File: src/rtl/booth_pkg.sv
// Shared types and constants for the radix-2 Booth multiplier control path.
package booth_pkg;

  localparam int N_DEFAULT  = 16;
  localparam int CW_DEFAULT = 5;

  localparam logic OP_ADD = 1'b0;
  localparam logic OP_SUB = 1'b1;

  typedef enum logic [2:0] {
    IDLE   = 3'd0,
    LOAD_M = 3'd1,
    LOAD_Q = 3'd2,
    EVAL   = 3'd3,
    ADD    = 3'd4,
    SUB    = 3'd5,
    SHIFT  = 3'd6,
    DONE   = 3'd7
  } state_e;

  typedef struct packed {
    logic ld_m;
    logic clr_a;
    logic ld_q;
    logic clr_qm1;
    logic ld_a;
    logic addsub;
    logic sft;
    logic busy;
    logic done;
  } strobes_t;

  // Moore output decode; anything not listed leaves every strobe low.
  function automatic strobes_t decode_state(input state_e s);
    strobes_t o;
    o = '0;
    case (s)
      IDLE:   o = '0;
      LOAD_M: begin o.ld_m = 1'b1; o.clr_a = 1'b1; o.clr_qm1 = 1'b1; o.busy = 1'b1; end
      LOAD_Q: begin o.ld_q = 1'b1; o.busy = 1'b1; end
      EVAL:   o.busy = 1'b1;
      ADD:    begin o.ld_a = 1'b1; o.addsub = OP_ADD; o.busy = 1'b1; end
      SUB:    begin o.ld_a = 1'b1; o.addsub = OP_SUB; o.busy = 1'b1; end
      SHIFT:  begin o.sft = 1'b1; o.busy = 1'b1; end
      DONE:   begin o.done = 1'b1; o.busy = 1'b1; end
      default: o = '0;
    endcase
    return o;
  endfunction

endpackage

File: src/rtl/booth_counter.sv
// Loadable iteration down-counter; saturates at zero so it never wraps.
module booth_counter
  import booth_pkg::*;
#(
  parameter int N  = N_DEFAULT,
  parameter int CW = CW_DEFAULT
) (
  input  logic          clk,
  input  logic          clear,
  input  logic          load,
  input  logic          dec,
  output logic [CW-1:0] cnt,
  output logic          is_one
);

  logic [CW-1:0] cnt_r;

  // Counter register: clear beats load, load beats decrement.
  always_ff @(posedge clk) begin
    if (clear) begin
      cnt_r <= '0;
    end else if (load) begin
      cnt_r <= CW'(N);
    end else if (dec && (cnt_r != '0)) begin
      cnt_r <= cnt_r - CW'(1);
    end else begin
      cnt_r <= cnt_r;
    end
  end

  assign cnt    = cnt_r;
  assign is_one = (cnt_r == CW'(1));

endmodule

File: src/rtl/booth_ctrl.sv
// Control FSM for the radix-2 Booth multiplier: load, evaluate, add/sub, shift, done.
module booth_ctrl
  import booth_pkg::*;
#(
  parameter int N  = N_DEFAULT,
  parameter int CW = CW_DEFAULT
) (
  input  logic          clk,
  input  logic          clear,
  input  logic          start,
  input  logic          q0,
  input  logic          qm1,
  output logic          ld_m,
  output logic          clr_a,
  output logic          ld_q,
  output logic          clr_qm1,
  output logic          ld_a,
  output logic          addsub,
  output logic          sft,
  output logic          busy,
  output logic          done,
  output logic [CW-1:0] cnt
);

  state_e   state_r;
  state_e   next_state_s;
  strobes_t out_r;
  logic     is_one_s;

  booth_counter #(.N(N), .CW(CW)) u_counter (
    .clk    (clk),
    .clear  (clear),
    .load   (state_r == LOAD_M),
    .dec    (state_r == SHIFT),
    .cnt    (cnt),
    .is_one (is_one_s)
  );

  // Next-state logic; q0/qm1 only matter in EVAL.
  always_comb begin
    next_state_s = IDLE;
    case (state_r)
      IDLE:   next_state_s = start ? LOAD_M : IDLE;
      LOAD_M: next_state_s = LOAD_Q;
      LOAD_Q: next_state_s = EVAL;
      EVAL: begin
        case ({q0, qm1})
          2'b10:   next_state_s = SUB;
          2'b01:   next_state_s = ADD;
          default: next_state_s = SHIFT;
        endcase
      end
      ADD:    next_state_s = SHIFT;
      SUB:    next_state_s = SHIFT;
      SHIFT:  next_state_s = is_one_s ? DONE : EVAL;
      DONE:   next_state_s = IDLE;
      default: next_state_s = IDLE;
    endcase
  end

  // State register plus outputs pre-decoded from the next state, so they track state_r.
  always_ff @(posedge clk) begin
    if (clear) begin
      state_r <= IDLE;
      out_r   <= '0;
    end else begin
      state_r <= next_state_s;
      out_r   <= decode_state(next_state_s);
    end
  end

  assign ld_m    = out_r.ld_m;
  assign clr_a   = out_r.clr_a;
  assign ld_q    = out_r.ld_q;
  assign clr_qm1 = out_r.clr_qm1;
  assign ld_a    = out_r.ld_a;
  assign addsub  = out_r.addsub;
  assign sft     = out_r.sft;
  assign busy    = out_r.busy;
  assign done    = out_r.done;

endmodule

File: config.mk
export PLATFORM = sky130hd
export DESIGN_NAME = booth_ctrl
export DESIGN_NICKNAME = d
export VERILOG_FILES = /design/src/rtl/booth_pkg.sv /design/src/rtl/booth_counter.sv /design/src/rtl/booth_ctrl.sv
export SDC_FILE = /design/constraint.sdc
export NUM_CORES = 1
export LEC_CHECK = 0
export BUFFER_PORTS_ARGS = -buffer_cell sky130_fd_sc_hd__buf_4
export CAP_MARGIN = 20
export CORE_MARGIN = 2
export CORE_UTILIZATION = 53
export DETAILED_ROUTE_END_ITERATION = 8
export GPL_TIMING_DRIVEN = 0
export PLACE_DENSITY = 0.88
export SLEW_MARGIN = 10
export SYNTH_ARGS = -nofsm -noshare
export SYNTH_HDL_FRONTEND = slang
export SYNTH_SLANG_ARGS = --single-unit
File: constraint.sdc
create_clock -name clk -period 2.1 [get_ports clk]
set_input_delay 0.42 -clock clk [delete_from_list [all_inputs] [get_ports clk]]
set_output_delay 0.42 -clock clk [all_outputs]
set_load 0.01 [all_outputs]
* After elaboration in Yosys (flattened, before gate mapping) *
Index checks and enable logic that the tools add are counted.

cells by class
  add/subtract/negate cells = 1
  equal/unequal tests = 17
  mux-type cells = 13
  reduce and logical (&&, ||, !) cells = 8

operators with widths
  cell                                              number
  == test 3 bit, second input constant              8
  case mux 3 bit (7 select lines)                   1
  == test 3 x 2 -> 1 bit, second input constant     4
  two-way mux 5 bit                                 2
  case mux 2 bit (2 select lines)                   2
  OR reduction 7 bit                                1
  == test 3 x 1 -> 1 bit, second input constant     2
  logical NOT 3 bit                                 2
  == test 5 x 1 -> 1 bit, second input constant     1
  two-way mux 1 bit                                 5
  nonzero test 5 bit                                1
  subtractor 5 x 1 -> 5 bit, second input constant  1
  OR reduction 2 bit                                2
  two-way mux 3 bit                                 1
  == test 2 x 1 -> 1 bit, second input constant     1
  == test 2 bit, second input constant              1
  two-way mux 2 bit                                 1
  case mux 1 bit (2 select lines)                   1
  nonzero test 2 bit                                1
  logical AND 1 bit                                 1

word-level totals
  bits in registers = 17
  bits of input ports = 5
  output and inout port bits = 14

* Depth between registers and ports, before layout *
Gate-level depths: netlist of the first run.

  depth in word-level cells = 6
  gate-level depth with buffers = 6

* Cells and area by module *
Synthesis of the first run repeated with hierarchy kept, for this count alone.

unflattened totals
  cells, all modules = 75
  area, all modules = 748.2 um^2

modules (own cells, without submodules)
  module         times used  cells an instance  area an instance (um^2)  seq. area each (um^2)
  booth_ctrl     1           44                 462.9                    200.2
  booth_counter  1           31                 285.3                    100.1

* Worst setup path before layout of the first run *
OpenSTA, ideal clock, no wires.

  path kind = input to register
  start point = in qm1
  end point = reg out_r, in the netlist busy
  library setup time = 0.127 ns
  data arrival time = 1.344 ns
  data required time = 1.973 ns
  setup slack = 0.629 ns
  cell stages on the path = 6
  buffers on the path = 0
  path through = inv_1 ha_1 nand2b_1 a31oi_1 nor2b_4 or3_1

on the way
  cells in the longest elaborated chain, start to end = 6
  elaborated cells between the ends (all ways) = 14
  classes of those cells = eq/ne (9); mux (3); reduce/logical (2)

RTL lines
  what                                                            RTL line          RTL
  from (decl)                                                     booth_ctrl.sv:12  input logic qm1,
  == test 2 x 1 -> 1 bit / == test 2 bit (equally long branches)  booth_ctrl.sv:47  case ({q0, qm1})
  case mux 2 bit (2 select lines) *                               booth_ctrl.sv:47
  case mux 3 bit (7 select lines) *                               booth_ctrl.sv:42  case (state_r)
  == test 3 bit, or another cell as far along                     booth_pkg.sv:37   case (s)
  OR reduction 7 bit (no source line)                             --
  case mux 1 bit (2 select lines) *                               booth_pkg.sv:37
  to (signal assigned)                                            booth_ctrl.sv:68  out_r <= decode_state(next_state_s);
  to (decl)                                                       booth_ctrl.sv:27  strobes_t out_r;

Mark *: on every way between the ends. The rest lies on a longest branch, timed or not.
A chain may end at the register's enable or synchronous reset.

* Worst setup path after layout of the first run *
  start point = reg u_counter.cnt_r[1] (netlist: u_counter.cnt[1])
  end point = reg out_r, in the netlist busy

on the way
  cells in the longest elaborated chain, start to end = 6
  elaborated cells between the ends (all ways) = 13
  classes of those cells = eq/ne (8); mux (3); reduce/logical (2)

RTL lines
  what                                         RTL line             RTL
  from (decl)                                  booth_counter.sv:16  logic [CW-1:0] cnt_r;
  from (signal assigned)                       booth_counter.sv:23  cnt_r <= CW'(N);
  from (signal assigned)                       booth_counter.sv:25  cnt_r <= cnt_r - CW'(1);
  from (signal assigned)                       booth_counter.sv:27  cnt_r <= cnt_r;
  == test 5 x 1 -> 1 bit *                     booth_counter.sv:32  assign is_one = (cnt_r == CW'(1));
  two-way mux 3 bit *                          booth_ctrl.sv:55     SHIFT: next_state_s = is_one_s ? DONE : EVAL;
  case mux 3 bit (7 select lines) *            booth_ctrl.sv:42
  == test 3 bit, or another cell as far along  booth_pkg.sv:37
  OR reduction 7 bit (no source line)          --
  case mux 1 bit (2 select lines) *            booth_pkg.sv:37

Marks and branches as above.

==> results.txt, run 1 <==
The power consumption is 0.6077 mW. The multi-input gate area in the final layout came out at 376.6 um^2. The total CTS buffers is 3.

The startpoint class of the critical path is a flip-flop. The count of final setup violators is 0. The ratio of cells with drive above 1 in the final layout came out at 35.11%. The number of nets with antenna violations after routing is 0.

The headroom to the max-slew limit came out at between 70% and 80%. The first-pass GRT wire length is 1.918 mm. The number of antenna violations at the first check in global routing came out at 0. The flow ran to the end, and the final reports show no timing, DRC or antenna violations. The synthesized netlist devotes 28.86% of its cell area to simple gates.

The critical path arrival came out at ~1.7 ns. The number of flops mapped to enable cells by yosys is 0. The complex-gate fraction of the synthesized area came out at 9.168%.

The number of max-slew violations in the final report came out at 0. The number of hold violations in the final report is 0. Counting the fill cells in the layout gives approximately 100. The netlist area before placement came out at 737.0 um^2. The net total in the final layout is 104. The flip-flop cell with the highest count after synthesis is dfxtp_1. The total DRC errors in the routed layout is 0.

TritonCTS built the clock tree. Setup repair after global routing left no endpoint under its margin. The multiplexer share of the synthesized area is ~1.5%. The post-synthesis cell type with the largest combined area is dfxtp_1. The number of global-route vias before repair is 469. The final core utilization came out at 70.48%. The data required time of the worst path came out at 2.26 ns. The number of vias in the routed layout is 580.

For this configuration, the core starts out at a cell density of 56.63%. The average vias per placed instance came out at 5.321. The number of violations reported at the end of detailed-routing iteration 0 is 9. By area, the combinational part of the netlist is dominated by simple AND/OR/NAND/NOR gates.

At the end of routability-driven placement, the weighted congestion stood at 0.7330. Dividing the synthesized area by the synthesized cell count gives 10.24 um^2. Sorting the synthesized cells by area gives the leading types as dfxtp_1 (41%), ha_1 (6.8%), xnor2_1 (4.8%), nor2_1 (3.6%), nor4_2 (3.4%).

The cell row count is 13. The warning count from the yosys run is 0. The area of the core region came out at 1301 um^2. The maximum clock skew at final layout is 0.004486 ns. The detailed-routing iteration count for the pre-antenna-repair pass is 4. The die is 41.29 um wide. Max-cap violations in this run came to 0. The share of synthesized registers carrying an async set or reset came out at 0%.

The hold buffer count at CTS came out at 0. After clock tree synthesis, the repair step resized 0 gates. Counting instances in the post-synthesis netlist gives the leading cell types as dfxtp_1 (15), nor2_1 (7). The minimum setup slack in the final design came out at approximately 0.56 ns. The total congestion overflow after global routing came out at 0. In this run the number of H-tree levels came out at 1. The synthesis-stage register bit count came out at 15.

The average wire per standard cell came out at about 13 um. The cell at the root of the clock tree is clkbuf_4. The final critical path takes up 73.18% of the cycle. After detailed routing, the total wire length is between 1 and 1.5 mm.

Hold is met by 0.3768 ns. The number of buffers inserted to repair setup after CTS is 0. The number of placed I/O pins came out at 19.

The xor/xnor cell area share of the yosys netlist came out at roughly 4.8%. The die span in y came out at 41.29 um. From synthesis to final layout, the design area changed by 24.45%. The storage element area came out at 300.3 um^2. The post-DP HPWL came out at 1.034 mm. The area share of fa/ha/maj cells after synthesis is 6.791%. The count of input and output buffers came out at 18. The setup TNS came out at 0 ns. The distinct cell type count of the synthesized netlist came out at 29. The actual transition at the worst max-transition pin is 0.3523 ns.

The final critical-path required period is 1.537 ns. The all-layer global routing usage is 17.71%. Static timing analysis puts the maximum clock frequency at roughly 650 MHz. Counting along the longest clock path gives a buffer depth of 2. The total power divided by cell area came out at between 600 and 700 nW/um^2. The diode insertion count for antenna repair is 0. The capturing element type of the critical path is a flip-flop.

The static leakage came out at around 0.4 nW. The TritonCTS sink count came out at 15. The register clock-pin slew on the reported worst setup and hold paths came out at 0.09 ns. The synthesized design devotes to its leading area cell type roughly two fifths of total area.

The cell count after synthesis is 72. The insertion delay to the later sink of the worst-skew pair came out at 0.27 ns. The min-delay analysis places its worst path in the category primary input to flip-flop. The most repeated cell in the gate-level netlist after synthesis is dfxtp_1. The pin count of the biggest net entering global routing is 11. The setup slack at placement came out at 0.4342 ns. The maximum vdd ir drop is between 0.4 and 0.5 mV. In this run the worst path has a maximum fanout of 6.

The post-synth net total came out at a little over 80. The portion of the post-synthesis area used by sequential elements is 40.75%. The die covers 1705 um^2. The critical path class is flip-flop to flip-flop.
## state kept, by name (all words and copies together) (netlist names)
| register | cells |
|---|---|
| busy | 1 |
| addsub | 1 |
| done | 1 |
| ld_q | 1 |
| state_r | 3 |
| ld_a | 1 |
| clr_a | 1 |
| sft | 1 |
| u_counter.cnt | 5 |
## kinds of logic after synthesis
group,count (synthesis)
compound gates,9
xor+xnor,4
fa+ha+maj,4
buf+inv,9
flops,15
mux,1
simple gates,30
## stage by stage
step | area [um^2] | std cells
global placement | 890.9 | 105
global route | 917.1 | 109
CTS | 917.1 | 109
detailed placement | 890.9 | 105
floorplan | 737.0 | 72
finish | 917.1 | 109
## worst paths after layout
check,start,to,slack [ns],depth (start not counted)
max,u_counter.cnt[1],busy,0.56,6
min,clear,state_r[1],0.38,2
max reg2reg,u_counter.cnt[1],busy,0.56,6
min reg2reg,u_counter.cnt[1],u_counter.cnt[1],0.54,2
## metal layers
metal  part of all wire, %  GRT usage (%)  vias up
met2                    49          29.30       19
met3                   5.3          4.787        2
met1                    44          21.57      269
li1                      -              -      290
met5                     0              0        -
met4                   1.1          7.258        0
## critical path, cell delays in order (launching register included)
cell and delay, ns:
dfxtp_1 0.38, inv_1 0.10, ha_1 0.19, nor4b_1 0.15, nand3b_1 0.14, a21oi_4 0.09, or3_1 0.38
## placed cells by master, fill, tap and decap left out, drive strengths merged
| master | count |
|---|---|
| a211oi | 1 |
| a21oi | 3 |
| a31oi | 1 |
| and3 | 1 |
| and3b | 1 |
| buf | 23 |
| clkbuf | 4 |
| dfxtp | 15 |
| ha | 4 |
| inv | 4 |
| mux2 | 1 |
| nand2 | 4 |
| nand2b | 2 |
| nand3b | 2 |
| nand4b | 1 |
| nor2 | 7 |
| nor2b | 3 |
| nor3 | 2 |
| nor4 | 2 |
| nor4b | 3 |
| o211a | 1 |
| o21ai | 2 |
| o21bai | 1 |
| or3 | 2 |
| xnor2 | 4 |
## final cells by class
type | instances | share of cell area [%]
Sequential cell | 15 | 32.74
Multi-Input combinational cell | 48 | 41.06
Buffer | 5 | 4.911
Tap cell | 15 | 2.046
Timing Repair Buffer | 18 | 14.73
Inverter | 4 | 1.637
Clock buffer | 4 | 2.865
## power breakdown
group          internal [mW]  switching, mW  total (mW)
sequential             0.302         0.0136       0.316
clock                 0.0735         0.0877       0.161
combinational         0.0688         0.0620       0.131
total                  0.444          0.163       0.608
Power figures use the tool's default switching activity.
==> inputs of run 2 (changes only) <==
ABC_AREA = 1   (was default)
CORE_ASPECT_RATIO = 0.8   (was default)
CORE_UTILIZATION = 44   (was 53)
PLACE_DENSITY = 0.79   (was 0.88)
clock period = 1.4 ns   (was 2.1 ns; I/O delays follow)
==> run 2 against run 1 <==
Net effect: core utilization decreased by 11 points; worst setup slack got worse by 0.48 ns; largest cell class unchanged; synthesized cell count increased by 29%; clock power increased by 52%; final cell count increased by 27%; highest routed layer unchanged; clock skew increased by 0.0049 ns; first-iteration DRC count increased to 3.4 times the previous value.
==> results.txt, run 2 <==
The flow ran to the end, and the final reports show no timing, DRC or antenna violations. The number of global-route vias before repair is 622 (+33%). The static leakage came to 0.4829 nW (+19%). The post-DP HPWL is 1.210 mm (+17%). TritonCTS built the clock tree. The number of max-slew violations in the final report is 0 (unchanged). The maximum clock skew at final layout came out at 0.009423 ns (+0.004937 ns). The setup path with the least slack is of type flip-flop to flip-flop. The most common cell in the synthesized netlist is nand2_1. The maximum vdd ir drop came out at 0.7889 mV (+81%). The count of maximum capacitance violations came out at 0 (unchanged).

The register clock-pin slew on the reported worst setup and hold paths was 0.09 ns (about the same). The cell sitting at the root of the clock tree is a clkbuf_4. The insertion delay to the later sink of the worst-skew pair was 0.29 ns (+0.02 ns). The setup TNS is 0 ns (unchanged). The post-placement cell area is 890.9 um^2 (unchanged). The pin count of the biggest net entering global routing is 10 (-1). The flip-flop cell with the highest count after synthesis is dfxtp_1. STA classifies the critical path startpoint as a flip-flop. The all-layer global routing usage came to 17.41% (-0.30 points).

The distinct cell type count of the synthesized netlist is 21 (-28%). The detailed-routing iteration count for the pre-antenna-repair pass came to 4 (unchanged). Relative to the synthesized area, the layout overhead comes to 30.58%.

The critical-path maximum fanout is 5 (-1). Ranked by total cell area, the synthesized netlist is headed by dfxtp_1 (41%), nand2_1 (12%), inv_1 (7.7%), ha_1 (6.9%), nand3_1 (5.5%). The portion of the post-synthesis area used by sequential elements came out at 41.24% (+0.49 points). The path class of the tightest hold or removal check is primary input to flip-flop.

The worst hold slack across all endpoints is 0.1936 ns (-0.1831 ns). The ratio of cells with drive above 1 in the final layout came out at 37.93% (+2.8 points). The x dimension of the die came out at 49.49 um (+20%). The headroom to the max-slew limit came out at 82.11% (+5.7 points).

The count of final setup violators came out at 0 (unchanged). The average vias per placed instance was 4.790 (-10%). The total power divided by cell area is 1058 nW/um^2 (+60%). The H-tree depth is 1 (unchanged). The final core utilization came out at 59.65% (-11 points). The number of antenna violations at the first check in global routing came out at 0 (unchanged).

The post-detailed-routing wire length is 1.599 mm (+15%). The total CTS buffers came out at 3 (unchanged). The count of input and output buffers was 18 (unchanged). The power consumption was 1.006 mW (+66%). The number of violations reported at the end of detailed-routing iteration 0 is 31 (+22). The post-synthesis area per instance is 7.830 um^2 (-24%). The maximum operating frequency is 760.4 MHz (+17%). The TritonCTS sink count was 15 (unchanged). Leaving out fill and tap cells, the most frequent cells in the layout are nand2_1 (22), buf_4 (21), inv_1 (13), dfxtp_1 (13), nand3_1 (7). The hold buffer count at CTS is 0 (unchanged).

The non-filler instance count after layout came out at 138 (+27%). The netlist area before placement came to 728.2 um^2 (-1.2%). Ranked by instance count, the synthesized netlist is headed by nand2_1 (23), dfxtp_1 (15), inv_1 (15). The minimum setup slack in the final design is 0.08486 ns (-0.4783 ns). Leaving out fill and tap cells, the most frequent cell in the layout is nand2_1.

The area of the core region came out at 1594 um^2 (+22%). The synthesis-stage register bit count is 15 (unchanged). The start of the worst register-to-register path is u_counter.cnt[0].

The net total in the final layout was 126 (+21%). The first-pass GRT wire length is 2.497 mm (+30%). The critical path arrival is 1.50 ns (-0.20 ns). The data required time of the worst path was 1.59 ns (-0.67 ns).

The critical path starts at u_counter.cnt[0]. The total die area came out at 1998 um^2 (+17%). The number of flip-flops under the largest register name came out at 5 (unchanged). The capturing element type of the critical path is a flip-flop. The die span in y is 40.39 um (-2.2%). The post-route standard cell area excluding fillers came to 950.9 um^2 (+3.7%). The number of buffers on the longest clock path came out at 2 (unchanged). The biggest area contributor in the post-synthesis netlist is dfxtp_1. The total DRC errors in the routed layout is 0 (unchanged). The area fraction of the dominant cell type after synthesis was 41.24% (+0.49 points). The post-synth net total came to 102 (+26%).

The total congestion overflow after global routing came out at 0 (unchanged). The average wire per standard cell came out at 11.59 um (-9.1%). The cell row count came out at 13 (unchanged).

The cell total after placement is 133 (+27%). The post-route clock period utilization is 93.94% (+21 points). The share of synthesized registers carrying an async set or reset is 0% (unchanged). The diode insertion count for antenna repair is 0 (unchanged).

The warning count from the yosys run is 0 (unchanged). The actual transition at the worst max-transition pin is 0.2680 ns (-0.08431 ns). The number of vias in the routed layout is 661 (+14%).

The number of placed I/O pins is 19 (unchanged). The number of flops mapped to enable cells by yosys came out at 0 (unchanged). The setup slack at placement came out at 0.02422 ns (-0.4100 ns). The cell count after synthesis is 93 (+29%). Setup repair after global routing left no endpoint under its margin. In this run the most critical hold path is launched from clear. The number of nets with antenna violations after routing came out at 0 (unchanged). The starting utilization of the core area was 45.68% (-11 points). The final critical-path required period came to 1.315 ns (-0.2217 ns). The last weighted congestion value of the routability-driven placer came out at 0.8359 (+14%).

The number of hold violations in the final report came to 0 (unchanged).
run 2: changes by cell type after synthesis, moves of 3 or more:
cell     delta
xnor2_1     -3
inv_1      +11
nand2_1    +19
nor2_1      -3
nand3_1     +8
run 2: path summary, 6_finish.rpt:
kind / end / slack (ns) / cells after the start
min: clr_a / 0.19 / 2
max reg2reg: u_counter.cnt[4] / 0.08 / 10
min reg2reg: u_counter.cnt[0] / 0.50 / 2
max: u_counter.cnt[4] / 0.08 / 10
run 2: kinds of logic after synthesis:
| group | Yosys count | share of synthesized area (%) |
|---|---|---|
| AOI/OAI and AO/OA | 6 | 5.670 |
| and+or+nand+nor | 46 | 31.79 |
| DFF | 15 | 41.24 |
| xor gates and xnor gates | 3 | 3.609 |
| buffers and inverters | 19 | 10.82 |
| adders and majority gates | 4 | 6.873 |
run 2: what timing repair did:
action	in CTS	in global routing
resized for setup	0	9
setup buffers	0	1
endpoints found under the setup margin	0	5
run 2: final cells by class:
cell class                      instances  area (um^2)
Tap cell                               22        27.53
Fill cell                             140        643.1
Buffer                                  2        15.01
Sequential cell                        15        302.8
Multi-Input combinational cell         59        371.6
Timing Repair Buffer                   19        142.6
Clock buffer                            3        22.52
Clock inverter                          1        5.005
Inverter                               17        63.81
run 2: worst max-delay path, stage by stage (launching register included):
cell and delay (ns):
dfxtp_2 0.36, inv_2 0.06, ha_1 0.19, inv_1 0.09, nor2_4 0.05, nand2_1 0.08
nand2_2 0.09, nand3_2 0.08, nand3_1 0.10, nand2_1 0.08, inv_1 0.04
run 2: where the power goes:
part           leakage, nW  switching [mW]  internal, mW  total [mW]
sequential           0.123          0.0355         0.463       0.499
clock               0.0177           0.138         0.106       0.244
combinational        0.342           0.155         0.108       0.263
total                0.483           0.329         0.678        1.01
run 2: metal layers:
metal	global-route usage [%]	part of all wire (%)
met5	0	0
met3	6.716	7.0
met4	9.028	1.4
met1	18.63	44
met2	31.42	47
